File: config.mk
export PLATFORM = sky130hd
export DESIGN_NAME = mc_control
export DESIGN_NICKNAME = d
export VERILOG_FILES = /design/src/rtl/mc_control.sv
export SDC_FILE = /design/constraint.sdc
export NUM_CORES = 1
export LEC_CHECK = 0
export ABC_AREA = 1
export CORE_ASPECT_RATIO = 1.5
export CORE_MARGIN = 10
export CORE_UTILIZATION = 35
export DETAILED_ROUTE_END_ITERATION = 7
export PLACE_DENSITY = 0.65
export SLEW_MARGIN = 10
export SYNTH_ARGS = -nofsm -noshare
export SYNTH_HDL_FRONTEND = slang
export SYNTH_SLANG_ARGS = --single-unit
File: constraint.sdc
create_clock -name clk -period 1.45 [get_ports clk]
set_input_delay 0.29 -clock clk [delete_from_list [all_inputs] [get_ports clk]]
set_output_delay 0.29 -clock clk [all_outputs]
set_load 0.02 [all_outputs]
File: src/rtl/mc_control.sv
// mc_control: multi-cycle MIPS control FSM with a memory ready handshake.
// Defining MC_CONTROL_PERF_CNT_EN adds retired-instruction and stall-cycle counters.
module mc_control #(
    parameter int OPCODE_W = 6,
    parameter int ALUOP_W = 2,
    parameter logic [OPCODE_W-1:0] OP_RTYPE = 6'h00,
    parameter logic [OPCODE_W-1:0] OP_BEQ = 6'h04,
    parameter logic [OPCODE_W-1:0] OP_BNE = 6'h05,
    parameter logic [OPCODE_W-1:0] OP_LW = 6'h23,
    parameter logic [OPCODE_W-1:0] OP_SW = 6'h2B,
    parameter logic [OPCODE_W-1:0] OP_ADDI = 6'h08,
    parameter logic [OPCODE_W-1:0] OP_J = 6'h02,
    parameter logic [OPCODE_W-1:0] OP_LUI = 6'h0F,
    parameter int CNT_W = 32
) (
    input  logic                clk,
    input  logic                rst_n,
    input  logic [OPCODE_W-1:0] instruction,
    input  logic                mem_ready,
    output logic [ALUOP_W-1:0]  ALUOp,
    output logic                ALUSrcA,
    output logic [1:0]          ALUSrcB,
    output logic                MemRead,
    output logic                MemWrite,
    output logic                IorD,
    output logic                IRWrite,
    output logic                RegWrite,
    output logic                RegDst,
    output logic                MemtoReg,
    output logic                LUI,
    output logic                PCWrite,
    output logic                PCWriteCond,
    output logic                BNE,
    output logic [1:0]          PCSource,
    output logic                illegal,
`ifdef MC_CONTROL_PERF_CNT_EN
    output logic [CNT_W-1:0]    instr_retired,
    output logic [CNT_W-1:0]    stall_cycles,
`endif
    output logic [3:0]          state
);
    typedef enum logic [3:0] {
        IDLE = 4'd0, FETCH = 4'd1, DECODE = 4'd2, MEMADR = 4'd3, MEMRD = 4'd4,
        MEMWB = 4'd5, MEMWR = 4'd6, EXEC = 4'd7, RWB = 4'd8, BRANCH = 4'd9,
        IEXEC = 4'd10, IWB = 4'd11, JUMP = 4'd12
    } state_e;

    state_e state_q, state_d;
    logic [OPCODE_W-1:0] op_q;

    always_comb begin
        state_d = FETCH;
        case (state_q)
            FETCH:   state_d = mem_ready ? DECODE : FETCH;
            DECODE:  state_d = (instruction == OP_LW || instruction == OP_SW) ? MEMADR :
                               (instruction == OP_RTYPE) ? EXEC :
                               (instruction == OP_BEQ || instruction == OP_BNE) ? BRANCH :
                               (instruction == OP_ADDI || instruction == OP_LUI) ? IEXEC :
                               (instruction == OP_J) ? JUMP : FETCH;
            MEMADR:  state_d = (op_q == OP_LW) ? MEMRD : MEMWR;
            MEMRD:   state_d = mem_ready ? MEMWB : MEMRD;
            MEMWR:   state_d = mem_ready ? FETCH : MEMWR;
            EXEC:    state_d = RWB;
            IEXEC:   state_d = IWB;
            default: state_d = FETCH;
        endcase
    end

    always_ff @(posedge clk or negedge rst_n) begin
        if (!rst_n) begin
            state_q <= IDLE;
            op_q    <= '0;
        end else begin
            state_q <= state_d;
            if (state_q == DECODE) op_q <= instruction;
        end
    end

    always_comb begin
        ALUOp       = '0;
        ALUSrcA     = 1'b0;
        ALUSrcB     = 2'b00;
        MemRead     = 1'b0;
        MemWrite    = 1'b0;
        IorD        = 1'b0;
        IRWrite     = 1'b0;
        RegWrite    = 1'b0;
        RegDst      = 1'b0;
        MemtoReg    = 1'b0;
        LUI         = 1'b0;
        PCWrite     = 1'b0;
        PCWriteCond = 1'b0;
        BNE         = 1'b0;
        PCSource    = 2'b00;
        illegal     = 1'b0;
        case (state_q)
            FETCH: begin
                MemRead = 1'b1;
                ALUSrcB = 2'b01;
                ALUOp   = ALUOP_W'(2'b10);
                IRWrite = mem_ready;
                PCWrite = mem_ready;
            end
            DECODE: begin
                ALUSrcB = 2'b11;
                ALUOp   = ALUOP_W'(2'b10);
                illegal = !(instruction inside {OP_RTYPE, OP_BEQ, OP_BNE, OP_LW,
                                                OP_SW, OP_ADDI, OP_J, OP_LUI});
            end
            MEMADR: begin
                ALUSrcA = 1'b1;
                ALUSrcB = 2'b10;
                ALUOp   = ALUOP_W'(2'b10);
            end
            MEMRD: begin
                MemRead = 1'b1;
                IorD    = 1'b1;
            end
            MEMWB: begin
                RegWrite = 1'b1;
                MemtoReg = 1'b1;
            end
            MEMWR: begin
                MemWrite = 1'b1;
                IorD     = 1'b1;
            end
            EXEC: ALUSrcA = 1'b1;
            RWB: begin
                RegWrite = 1'b1;
                RegDst   = 1'b1;
            end
            BRANCH: begin
                ALUSrcA     = 1'b1;
                ALUOp       = ALUOP_W'(2'b01);
                PCWriteCond = 1'b1;
                PCSource    = 2'b01;
                BNE         = (op_q == OP_BNE);
            end
            IEXEC: begin
                ALUSrcA = 1'b1;
                ALUSrcB = 2'b10;
                ALUOp   = ALUOP_W'(2'b10);
                LUI     = (op_q == OP_LUI);
            end
            IWB: begin
                RegWrite = 1'b1;
                LUI      = (op_q == OP_LUI);
            end
            JUMP: begin
                PCWrite  = 1'b1;
                PCSource = 2'b10;
                ALUOp    = ALUOP_W'(2'b11);
            end
            default: ;
        endcase
    end

    assign state = state_q;

`ifdef MC_CONTROL_PERF_CNT_EN
    logic [CNT_W-1:0] instr_retired_q, stall_cycles_q;
    logic retire, stall;

    // An illegal opcode returns to FETCH from DECODE and is not counted as retired.
    assign retire = (state_q inside {MEMWB, RWB, BRANCH, IWB, JUMP}) || (state_q == MEMWR && mem_ready);
    assign stall  = (state_q inside {FETCH, MEMRD, MEMWR}) && !mem_ready;

    always_ff @(posedge clk or negedge rst_n) begin
        if (!rst_n) begin
            instr_retired_q <= '0;
            stall_cycles_q  <= '0;
        end else begin
            instr_retired_q <= instr_retired_q + CNT_W'(retire);
            stall_cycles_q  <= stall_cycles_q + CNT_W'(stall);
        end
    end

    assign instr_retired = instr_retired_q;
    assign stall_cycles  = stall_cycles_q;
`endif
endmodule

After elaboration in Yosys (flattened, before gate mapping). Cells that the tools add are included.

Register bits: 10. Latch bits: 0. Bits in writable memories: 0. Memory bits (read-only): 0. Bits of input ports: 9. Output and inout port bits: 23. Word-level logic and storage cells: 63. Memories kept: 0.

Add/sub/neg operators: 0. Multiply operators: 0. Div/mod/pow operators: 0. Order comparisons: 0. Equal/unequal tests: 22. Shifts and indexed selects: 0. Multiplexer cells: 26. Bitwise logic cells: 0. Reductions and logical operators: 13.

Operators by type and width (number): $pmux W4 S7 (1); $eq A4 B4 Y1 const B (5); $mux W4 (5); $eq A6 B3 Y1 const B (3); $eq A6 B4 Y1 const B (3); $eq A6 B6 Y1 const B (3); $eq A4 B3 Y1 const B (4); $mux W1 (13); $pmux W2 S3 (2); $eq A4 B2 Y1 const B (2); $reduce_bool A8 Y1 (1); $reduce_or A2 Y1 (4); $reduce_or A4 Y1 (2); $eq A6 B2 Y1 const B (1); $logic_not A6 Y1 (1); $eq A4 B1 Y1 const B (1); $mux W2 (2); $pmux W2 S2 (1); $logic_or A1 B1 Y1 (3); $mux W3 (1); $reduce_or A3 Y1 (1); $pmux W1 S2 (1); $logic_not A1 Y1 (1).

Logic depth before layout (Yosys ltp). Gate-level depths: netlist of run 1.

Depth after elaboration: 7. Gate-level depth with buffers: 8. Depth with buffers taken out: 8.

Least setup slack after synthesis of run 1. No wires, ideal clock.

Kind: flip-flop to output port. Start: register state_q[2], in the netlist state[2]. End: output RegWrite. Arrival: 1.479 ns. Data required time: 1.160 ns. Setup slack: -0.319 ns. Cell stages (with the launch flop): 7. Path buffers: 0. Path through: dfrtp_1 -> inv_1 -> nor2_2 -> inv_1 -> nor2_1 -> nor2_1 -> o21ai_0.

Word-level cells in the longest chain between the ends: 3. Elaborated cells between the ends (all ways): 5. Classes of those cells: eq/ne (3); mux (1); reduce/logical (1).

RTL lines: from (decl) (RTL line 48) `state_e state_q, state_d;`; from (signal assigned) (RTL line 74) `state_q <= state_d;`; $eq A4 B4 Y1 or $eq A4 B3 Y1 (tied branches) (RTL line 96) `case (state_q)`; $reduce_or A3 Y1 (no line) *; $mux W1 * (RTL line 96); to (decl) (RTL line 27) `output logic RegWrite,`.

Mark *: on every way between the ends. The rest lies on a longest branch, timed or not.

Worst setup path after layout of run 1.
Start: register state_q[1], in the netlist state[1]. End: output PCSource[1].

Word-level cells in the longest chain between the ends: 2. Elaborated cells between the ends (all ways): 3. Classes of those cells: eq/ne (2); mux (1).

RTL lines: $eq A4 B4 Y1 (RTL line 96); $pmux W2 S2 * (RTL line 96); to (decl) (RTL line 34) `output logic [1:0] PCSource,`.

Marks and branches as above.

==> summary.md, run 1 <==
| Metric | Value |
|---|---|
| WL per Instance | roughly 15 um |
| Vias | approximately 1200 |
| Req. time, crit path | 1.16 ns |
| Status | finished with violations |
| Max incr delay on CP | 0.49 ns |
| First-pass GRT wire length | 5350 um |
| Port bufs | 31 |
| Fin crit share | 119% |
| Upper clock frequency limit | roughly 0.58 GHz |
| Worst clock skew | ~0.0063 ns |
| I/O Pins | 32 |
| CTS root buf | clkbuf_4 |
| Number of global-route vias before repair | between 1000 and 1500 |
| Failing checks | setup timing |
| Hold WS | between 0.3 and 0.4 ns |
| # rows | 20 |
| # DRC | 0 |
| # H-tree levels | 1 |
| Gpl congestion | between 0.9 and 1 |
| DRT iter0 DRCs | 31 |
| Hold Path Class | in2async |
| Crit-path max FO | 6 |
| P per Cell Area | slightly below 2000 nW/um^2 |
| Fin Setup TNS | -3.49 ns |
| Ys Warns | 0 |
| Buf+Inv Stages, Crit Path | 2 |
| Final setup violation count | 20 |
| CTS Sinks | 10 |
| # diodes | 0 |
| Max-Cap Viols | 0 |
| Post-Syn Area | about 780 sq um |
| Distinct cells, synth | 17 |
| Max clock buf depth | 2 |
| Critical Path End Type | primary output |
| Total track usage | 14.4% |
| Worst-margin pin slew | about 0.47 ns |
| Die width | approximately 59 um |
| Post-route setup slack | -0.269 ns |
| Net Count, Synth | ~140 |
| GRT overflow | 0 |
| CTS tree | done |
| Clk slew on worst S/H paths | 0.06 ns |
| Max-slew headroom | between 60% and 70% |
| Clk_lat worst skew | 0.26 ns |
| Period minus WS final | 1.72 ns |
| CP arrival | about 1.4 ns |
| Vias per std cell | ~5.1 |
| Largest net degree at the start of global routing | 11 |
| Total power | ~0.0033 W |
| Register area share after synthesis | around a third |
| Final Slew Violations | 0 |
| Layout cells sized above 1 | around three fifths |
| CP delay by family, top | flip-flops |
| Post-Route WL | about 3400 um |
| Nets | 221 |
| Leak | 0.948 nW |
| CP Class | reg2out |
| Core Box Area | slightly above 2000 sq um |
| Fin. Hold Viols | 0 |
| Peak VDD IR | approximately 980 uV |
| Initial DRT Pass Iterations | 5 |
| CP max stage cell | dfrtp_2 |
| Critical path startpoint category | flip-flop |
| Post-DP HPWL | approximately 2500 um |
| Dominant cell type by area after synthesis | dfrtp_1 |
| Initial Util | a little under two fifths |
| Synth top area share | roughly a third |
| Num CTS Buffers | 3 |
| Post-Syn Instances | around 130 |
| Synthesized flop and latch total | 10 |
| Critical path, cell by cell | nor2_2, nand3_2, inv_1, clkdlybuf4s15_2 |
| Initial antenna violation count | 0 |
| Post-synthesis to final-layout area growth | 119% |
| Synth Area per Inst | slightly below 6 sq um |
| Die height | 78.0 um |
| RSZ-0062 raised after global routing | yes |
| Die footprint | around 4600 sq um |
| Area contributors post-synth | dfrtp_1 32%, nand2_1 20%, nor2_1 11% |
| Antenna-violating nets left | 0 |
-- per-layer routing --
| metal | vias up | wire [um] | global-route usage, % |
|---|---|---|---|
| met4 | 0 | 82 | 6.91 |
| met2 | 46 | 1900 | 27.6 |
| met5 | - | 0 | 0 |
| met3 | 8 | 199 | 3.26 |
| li1 | 566 | - | - |
| met1 | 560 | 1230 | 13.3 |
-- state kept, by name (all words and copies together), names as in the netlist --
name,cells
op_q,6
state,4
-- path summary, 6_finish.rpt --
path	end	depth (start not counted)	slack (ns)	startpoint
max	PCSource[1]	4	-0.27	state[1]$_DFF_PN0_
min	op_q[3]$_DFFE_PN0P_	1	0.35	rst_n
max reg2reg	state[1]$_DFF_PN0_	9	0.06	state[2]$_DFF_PN0_
min reg2reg	op_q[2]$_DFFE_PN0P_	3	0.58	op_q[2]$_DFFE_PN0P_
max in group asynchronous	state[3]$_DFF_PN0_	1	0.75	rst_n
min in group clk	op_q[4]$_DFFE_PN0P_	3	0.48	instruction[4]
-- logic make-up after synthesis --
group | Yosys count | share of synthesized area, %
AND/OR/NAND/NOR | 93 | 51.8
buffers and inverters | 24 | 12.9
AO/OA/AOI/OAI | 5 | 3.35
flip-flops | 10 | 31.9
-- metrics by stage --
| stage | setup WS, ns | std cells | util [%] | cell area, sq um |
|---|---|---|---|---|
| finish | -0.269 | 233 | 82.8 | 1720 |
| global route | -0.371 | 233 | 82.8 | 1720 |
| CTS | -0.255 | 228 | 78.3 | 1630 |
| detailed placement | -0.799 | 220 | 68.7 | 1430 |
| global placement | -0.759 | 220 | 68.7 | 1430 |
| floorplan | -0.0711 | 132 | - | 830 |
-- synthesized netlist by cell type, drive strengths merged --
library cell,number
dfrtp,10
nand3,14
nand2,42
nor3,3
o21ai,4
inv,22
nand4,3
nor2,28
buf,2
nand3b,3
a31oi,1
-- placed cells by master, fill, tap and decap left out, types with 7 or more instances in the layout --
cell     netlist  routed
buf_4          1      38
buf_6          1      26
inv_1         21      11
inv_2          1       9
nand2_1       41      33
nand3_1       14       7
nand3_2        0       7
nor2_1        24      12
nor2_4         0      10
-- report_power, final --
part,switching (W),internal [W]
clock,0.0000858,0.000106
sequential,0.000156,0.000415
combinational,0.00132,0.00127
total,0.00156,0.00179
-- timing repair --
item / 4_1_cts / 5_1_grt
pin swaps: 11 / 8
setup endpoints to repair: 23 / 23
hold buffers: 0 / 0
gates resized for setup: 159 / 26
setup buffers: 4 / 6
-- area by class of cell --
class / instances / area, sq um
fillers: 130 / 357
repair buffers: 77 / 696
well taps: 22 / 27.5
multi-input cells: 98 / 628
clock buffers: 4 / 26.3
flip-flops and latches: 10 / 255
inverters: 22 / 87.6
Power figures use the tool's default switching activity.
==> run 2, diff against run 1 <==
ABC_AREA = default   (was 1)
PLACE_DENSITY = 0.64   (was 0.65)
==> run 2 against run 1 <==
Compared with the run above:
- cell area rose by 6.5%
- the flow still finishes with violations (setup timing)
- critical endpoint is now BNE
- clock skew fell by 0.0013 ns
- wire length rose by 6.5%
- combinational power rose by 3%
- fmax fell by 4.0%
- critical path type unchanged
- sequential share of layout area fell by 0.91 points
- power rose by 3.8%
==> summary.md, run 2 <==
| Metric | Value |
|---|---|
| Nets | 194 |
| CP arrival | approximately 1.5 ns |
| Synthesized flop and latch total | 10 |
| P per Cell Area | 1890 nW/um^2 |
| Worst Reg2Reg Path Length in Cells | 5 |
| Async S/R FF share, synth | 100% |
| Max-Cap Viols | 0 |
| Max reg flops | 6 |
| # rows | 21 |
| Post-synthesis to final-layout area growth | 123% |
| Post-Synth XOR/XNOR Area | 2.13% |
| Number of global-route vias before repair | around 1200 |
| Core Box Area | ~2200 sq um |
| Synth top area share | a little under a third |
| CP Class | reg2out |
| RSZ-0062 raised after global routing | yes |
| Leak | about 0.88 nW |
| Pre-CTS setup slack | -1.05 ns |
| Hold Path Class | in2async |
| I/O Pins | 32 |
| Fillcell total | approximately 140 |
| CTS tree | done |
| Post-Route WL | roughly 3600 um |
| Status | finished with violations |
| Post-Synth Simple-Gate Area | a little under a third |
| Critical path, cell by cell | nor2b_2, nand3b_1, nor4b_4, buf_4 |
| Gpl congestion | ~0.85 |
| Area contributors post-synth | dfrtp_1 30%, mux2_2 8.2%, nor2_1 6.8% |
| Synth Area per Inst | 8.39 sq um |
| Net Count, Synth | 107 |
| R2r setup slk | -0.10 ns |
| DRT iter0 DRCs | 18 |
| Initial Util | a little under two fifths |
| Worst clock skew | around 0.0050 ns |
| # diodes | 0 |
| Synth Area in Compound Gates | around a fifth |
| CTS root buf | clkbuf_4 |
| Ys Warns | 0 |
| Post-Syn Instances | between 90 and 100 |
| Max clock buf depth | 2 |
| Vias | between 1000 and 1500 |
| Max-slew headroom | approximately 70% |
| Top reg by flops | op_q |
| Commonest non-fill, non-tap cells in the layout | 51 x buf_4, 24 x buf_6, 7 x nor2_1 |
| Adder-cell area share of the yosys netlist | 0% |
| Req. time, crit path | around 1.2 ns |
| # H-tree levels | 1 |
| Reg2reg end | op_q[4]$_DFFE_PN0P_ |
| Distinct cells, synth | 33 |
| R2r startpoint | state[2]$_DFF_PN0_ |
| Most frequent cell after synthesis | nor2_1 |
| Final setup violation count | 26 |
| Initial DRT Pass Iterations | 4 |
| Worst-margin pin slew | ~0.47 ns |
| Final Slew Violations | 0 |
| Most common cell after layout, fill and taps aside | buf_4 |
| Post-DP HPWL | 2470 um |
| Fin. Hold Viols | 0 |
| CP delay by family, top | simple AND/OR/NAND/NOR gates |
| Clk slew on worst S/H paths | 0.06 ns |
| Critical Path End Type | primary output |
| Num CTS Buffers | 3 |
| Max incr delay on CP | slightly below 0.4 ns |
| EDFF count, synth | 0 |
| Crit-path max FO | 2 |
| First-pass GRT wire length | about 5600 um |
| WL per Instance | 17.6 um |
| Mux cell area share after synthesis | roughly a tenth |
| Most used DFF post-synth | dfrtp_1 |
| Largest family of logic cells by synthesized area | simple AND/OR/NAND/NOR gates |
| # DRC | 0 |
| Layout cells sized above 1 | 70.7% |
| Upper clock frequency limit | 0.558 GHz |
| Clk_lat worst skew | roughly 0.27 ns |
| Fin crit share | 124% |
| Port bufs | 31 |
| CP max stage cell | dfrtp_1 |
| Critical path origin | op_q[0]$_DFFE_PN0P_ |
| Post-CTS Hold Fix Bufs | 0 |
| GRT overflow | 0 |
| Critical path startpoint category | flip-flop |
| Die height | between 70 and 80 um |
| Die footprint | roughly 4700 sq um |
| Vias per std cell | 5.44 |
| Dominant cell type by area after synthesis | dfrtp_1 |
| Peak VDD IR | 1240 uV |
| Largest net degree at the start of global routing | 11 |
| CTS Sinks | 10 |
| Period minus WS final | roughly 1.8 ns |
| Total track usage | 14.7% |
| Failing checks | setup timing |
| Register area share after synthesis | 30.4% |
| Commonest cells in the netlist | 15 x nor2_1, 10 x dfrtp_1, 8 x nor3_1 |
| Total power | ~0.0035 W |
| Initial antenna violation count | 0 |
| Post-route setup slack | -0.341 ns |
| Fin Setup TNS | -4.61 ns |
| Post-Syn Area | just over 800 sq um |
| Die width | a little under 60 um |
| Antenna-violating nets left | 0 |
| Buf+Inv Stages, Crit Path | 1 |
## run 2: power by group
group          internal [W]  total [W]  switching [W]
sequential         0.000416   0.000602       0.000186
clock              0.000106   0.000201      0.0000947
combinational       0.00147    0.00267        0.00119
## run 2: cell families after synthesis
logic type             after synthesis
AND/OR/NAND/NOR                     46
buffers and inverters                9
flip-flops                          10
multiplexers                         8
AO/OA/AOI/OAI                       23
XOR/XNOR                             2
## run 2: metrics by stage
| step | instances | hold WS [ns] | cell area [sq um] | util, % |
|---|---|---|---|---|
| 2_1_floorplan | 98 | -0.00559 | 928 | - |
| 3_3_place_gp | 188 | 0.485 | 1540 | 68.7 |
| 3_5_place_dp | 188 | 0.501 | 1540 | 68.7 |
| 4_1_cts | 207 | 0.352 | 1800 | 80.7 |
| 5_1_grt | 207 | 0.331 | 1830 | 82.1 |
| 6_report | 207 | 0.343 | 1830 | 82.1 |
## run 2: worst max-delay path by stage
| stage | endpoint | slack [ns] | cells past startpoint |
|---|---|---|---|
| global placement | illegal | -0.99 | 6 |
| CTS | PCWrite | -0.29 | 5 |
| global route | ALUOp[0] | -0.41 | 4 |
| detailed placement | illegal | -1.05 | 6 |
| finish | BNE | -0.34 | 4 |
| floorplan | BNE | -0.19 | 4 |
## run 2: routing by layer
layer	wire length (um)	vias up	GRT usage, %	part of all wire, %
li1	-	526	-	-
met1	1220	543	13.7	34
met2	2090	50	28.4	57
met5	0	-	0	0
met4	82	0	5.18	2.3
met3	240	8	4.30	6.6
## run 2: cell type report
cell class                      count  area, sq um  share of cell area [%]
Timing Repair Buffer               89          772                    42.1
Multi-Input combinational cell     79          743                    40.5
Sequential cell                    10          255                    13.9
Tap cell                           23         28.8                    1.57
Clock buffer                        4         26.3                    1.43
Inverter                            2         7.51                   0.410
## run 2: worst register-to-register path: cells and delay by family, from the launching register on
kind	cells	cell delay, ns
muxes	1	0.30
DFF	1	0.48
and+or+nand+nor	1	0.21
buffers and inverters	3	0.43
## run 2: what timing repair did
action                     4_1_cts  5_1_grt
setup endpoints to repair       30       29
resized for setup              162       21
setup buffers                   15        6
pin swaps                        8        9
==> run 3, diff against run 2 <==
SKIP_LAST_GASP = 1   (was default)
SLEW_MARGIN = 20   (was 10)
==> run 3 against run 2 <==
Compared with the run above:
- the run still ends with setup timing left
- flip-flop and latch count stayed put
- hold slack better by 0.0010 ns
- power is 2.9% lower
- wire length is 7.7% lower
- non-clock buffer count stayed put
- final cell count stayed put
- clock skew is 0.00091 ns higher
- largest cell class unchanged
- highest routed layer unchanged
==> summary.md, run 3 (synthesis results as in run 2) <==
| Metric | Value |
|---|---|
| Status | finished with violations |
| Failing checks | setup timing |
| I/O Pins | 32 |
| Commonest non-fill, non-tap cells in the layout | 55 x buf_4, 19 x buf_6, 7 x nor2_1 |
| Fin crit share | 120% |
| Max incr delay on CP | between 0.4 and 0.5 ns |
| P per Cell Area | 1860 nW/um^2 |
| Fillcell total | between 100 and 150 |
| Max-slew headroom | around 69% |
| Port bufs | 31 |
| Vias | roughly 1100 |
| Hold Path Class | in2async |
| Num CTS Buffers | 3 |
| Initial Util | 36.8% |
| # diodes | 0 |
| GRT busiest layer | met2 |
| Req. time, crit path | between 1 and 1.5 ns |
| Critical path, cell by cell | nand2b_4, or3_4, o21ai_0, buf_2 |
| Gpl congestion | approximately 0.85 |
| GRT overflow | 0 |
| Peak VDD IR | approximately 1200 uV |
| DRT iter0 DRCs | 20 |
| Post-Route WL | about 3400 um |
| Worst clock skew | ~0.0059 ns |
| # DRC | 0 |
| R2r startpoint | state[0]$_DFF_PN0_ |
| CP max stage cell | dfrtp_2 |
| Largest net degree at the start of global routing | 11 |
| Multi-input logic area | approximately 740 sq um |
| Initial antenna violation count | 0 |
| Antenna-violating nets left | 0 |
| Design Area, Final | between 1500 and 2000 sq um |
| Grt met2 use | between 20% and 30% |
| Worst-margin pin slew | 0.463 ns |
| Core Box Area | roughly 2200 sq um |
| Total power | 0.00337 W |
| Die height | around 79 um |
| Most common cell after layout, fill and taps aside | buf_4 |
| Post-route setup slack | -0.297 ns |
| Total track usage | roughly 15% |
| Crit-path max FO | 5 |
| Die width | approximately 60 um |
| Top reg by flops | op_q |
| # rows | 21 |
| Clk slew on worst S/H paths | approximately 0.06 ns |
| WL per Instance | 16.2 um |
| Layout cells sized above 1 | 69.0% |
| Seq. cell area | ~260 sq um |
| CTS root buf | clkbuf_4 |
| Post-CTS Hold Fix Bufs | 0 |
| Max reg flops | 6 |
| R2r setup slk | -0.08 ns |
| # H-tree levels | 1 |
| CTS tree | done |
| Met3 GRT Util | 3.66% |
| Number of global-route vias before repair | roughly 1200 |
| Clk_lat worst skew | 0.26 ns |
| Initial DRT Pass Iterations | 4 |
| Critical Path End Type | primary output |
| Routing usage on met1 | around 14% |
| Max-Cap Viols | 0 |
| Post-DP HPWL | roughly 2500 um |
| Period minus WS final | 1.75 ns |
| Post-synthesis to final-layout area growth | 120% |
| DP Area | between 1500 and 2000 sq um |
| Reg2reg end | op_q[4]$_DFFE_PN0P_ |
| Nets | a little under 200 |
| RSZ-0062 raised after global routing | yes |
| Critical path startpoint category | flip-flop |
| Upper clock frequency limit | 0.572 GHz |
| Worst Reg2Reg Path Length in Cells | 5 |
| CP arrival | about 1.5 ns |
| Vias per std cell | between 5 and 6 |
| Fin. Hold Viols | 0 |
| Max clock buf depth | 2 |
| First-pass GRT wire length | between 5000 and 6000 um |
| CP Class | reg2out |
| Leak | 0.867 nW |
| Final setup violation count | 25 |
| Final Slew Violations | 0 |
| Die footprint | between 4000 and 5000 sq um |
| CTS Sinks | 10 |
run 3: cell count changes in the layout (fill, tap and decap cells not counted), moves of 2 or more:
cell,change
nor2_2,-2
buf_4,+4
nor2_4,+2
buf_6,-5
run 3: where the power goes:
part	internal [W]	switching (W)	total, W
Sequential	0.000416	0.000148	0.000565
Combinational	0.00143	0.00118	0.00261
Clock	0.000106	0.0000903	0.000196
run 3: area by class of cell:
class                           count  share of cell area [%]
Timing Repair Buffer               89                    41.6
Multi-Input combinational cell     79                    40.8
Sequential cell                    10                    14.1
Tap cell                           23                    1.59
Clock buffer                        4                    1.45
Inverter                            2                   0.415
run 3: critical path: cells and delay by family (launching register included):
| family | cells | cell delay (ns) |
|---|---|---|
| DFF | 1 | 0.44 |
| AOI/OAI and AO/OA | 1 | 0.08 |
| buffers and inverters | 1 | 0.18 |
| and+or+nand+nor | 2 | 0.50 |
run 3: stage by stage:
stage | setup WS [ns] | utilization [%] | hold WS, ns | std cells | TNS [ns]
floorplan | -0.186 | - | -0.00559 | 98 | -1.67
global placement | -0.986 | 68.7 | 0.485 | 188 | -8.64
detailed placement | -1.05 | 68.7 | 0.501 | 188 | -9.12
CTS | -0.295 | 78.9 | 0.352 | 207 | -4.17
global route | -0.381 | 81.0 | 0.344 | 207 | -5.83
finish | -0.297 | 81.0 | 0.344 | 207 | -4.09
run 3: how the worst max path moves through the flow:
| stage | start | end | slack (ns) |
|---|---|---|---|
| after floorplan | state[2]$_DFF_PN0_ | BNE | -0.19 |
| after global placement | instruction[3] | illegal | -0.99 |
| after detailed placement | instruction[3] | illegal | -1.05 |
| after CTS | state[0]$_DFF_PN0_ | ALUOp[0] | -0.29 |
| after global routing | state[1]$_DFF_PN0_ | PCWrite | -0.38 |
| final | state[0]$_DFF_PN0_ | ALUOp[0] | -0.30 |
run 3: routing by layer:
| layer | share of wire, % | wire [um] |
|---|---|---|
| met2 | 58 | 1940 |
| met4 | 1.8 | 59 |
| met1 | 35 | 1160 |
| met5 | 0 | 0 |
| met3 | 5.8 | 196 |
run 3: what timing repair did:
item,CTS,global route
resized for setup,151,20
pin swaps,4,6
setup endpoints to repair,30,29
setup buffers,15,5
cloned,0,0
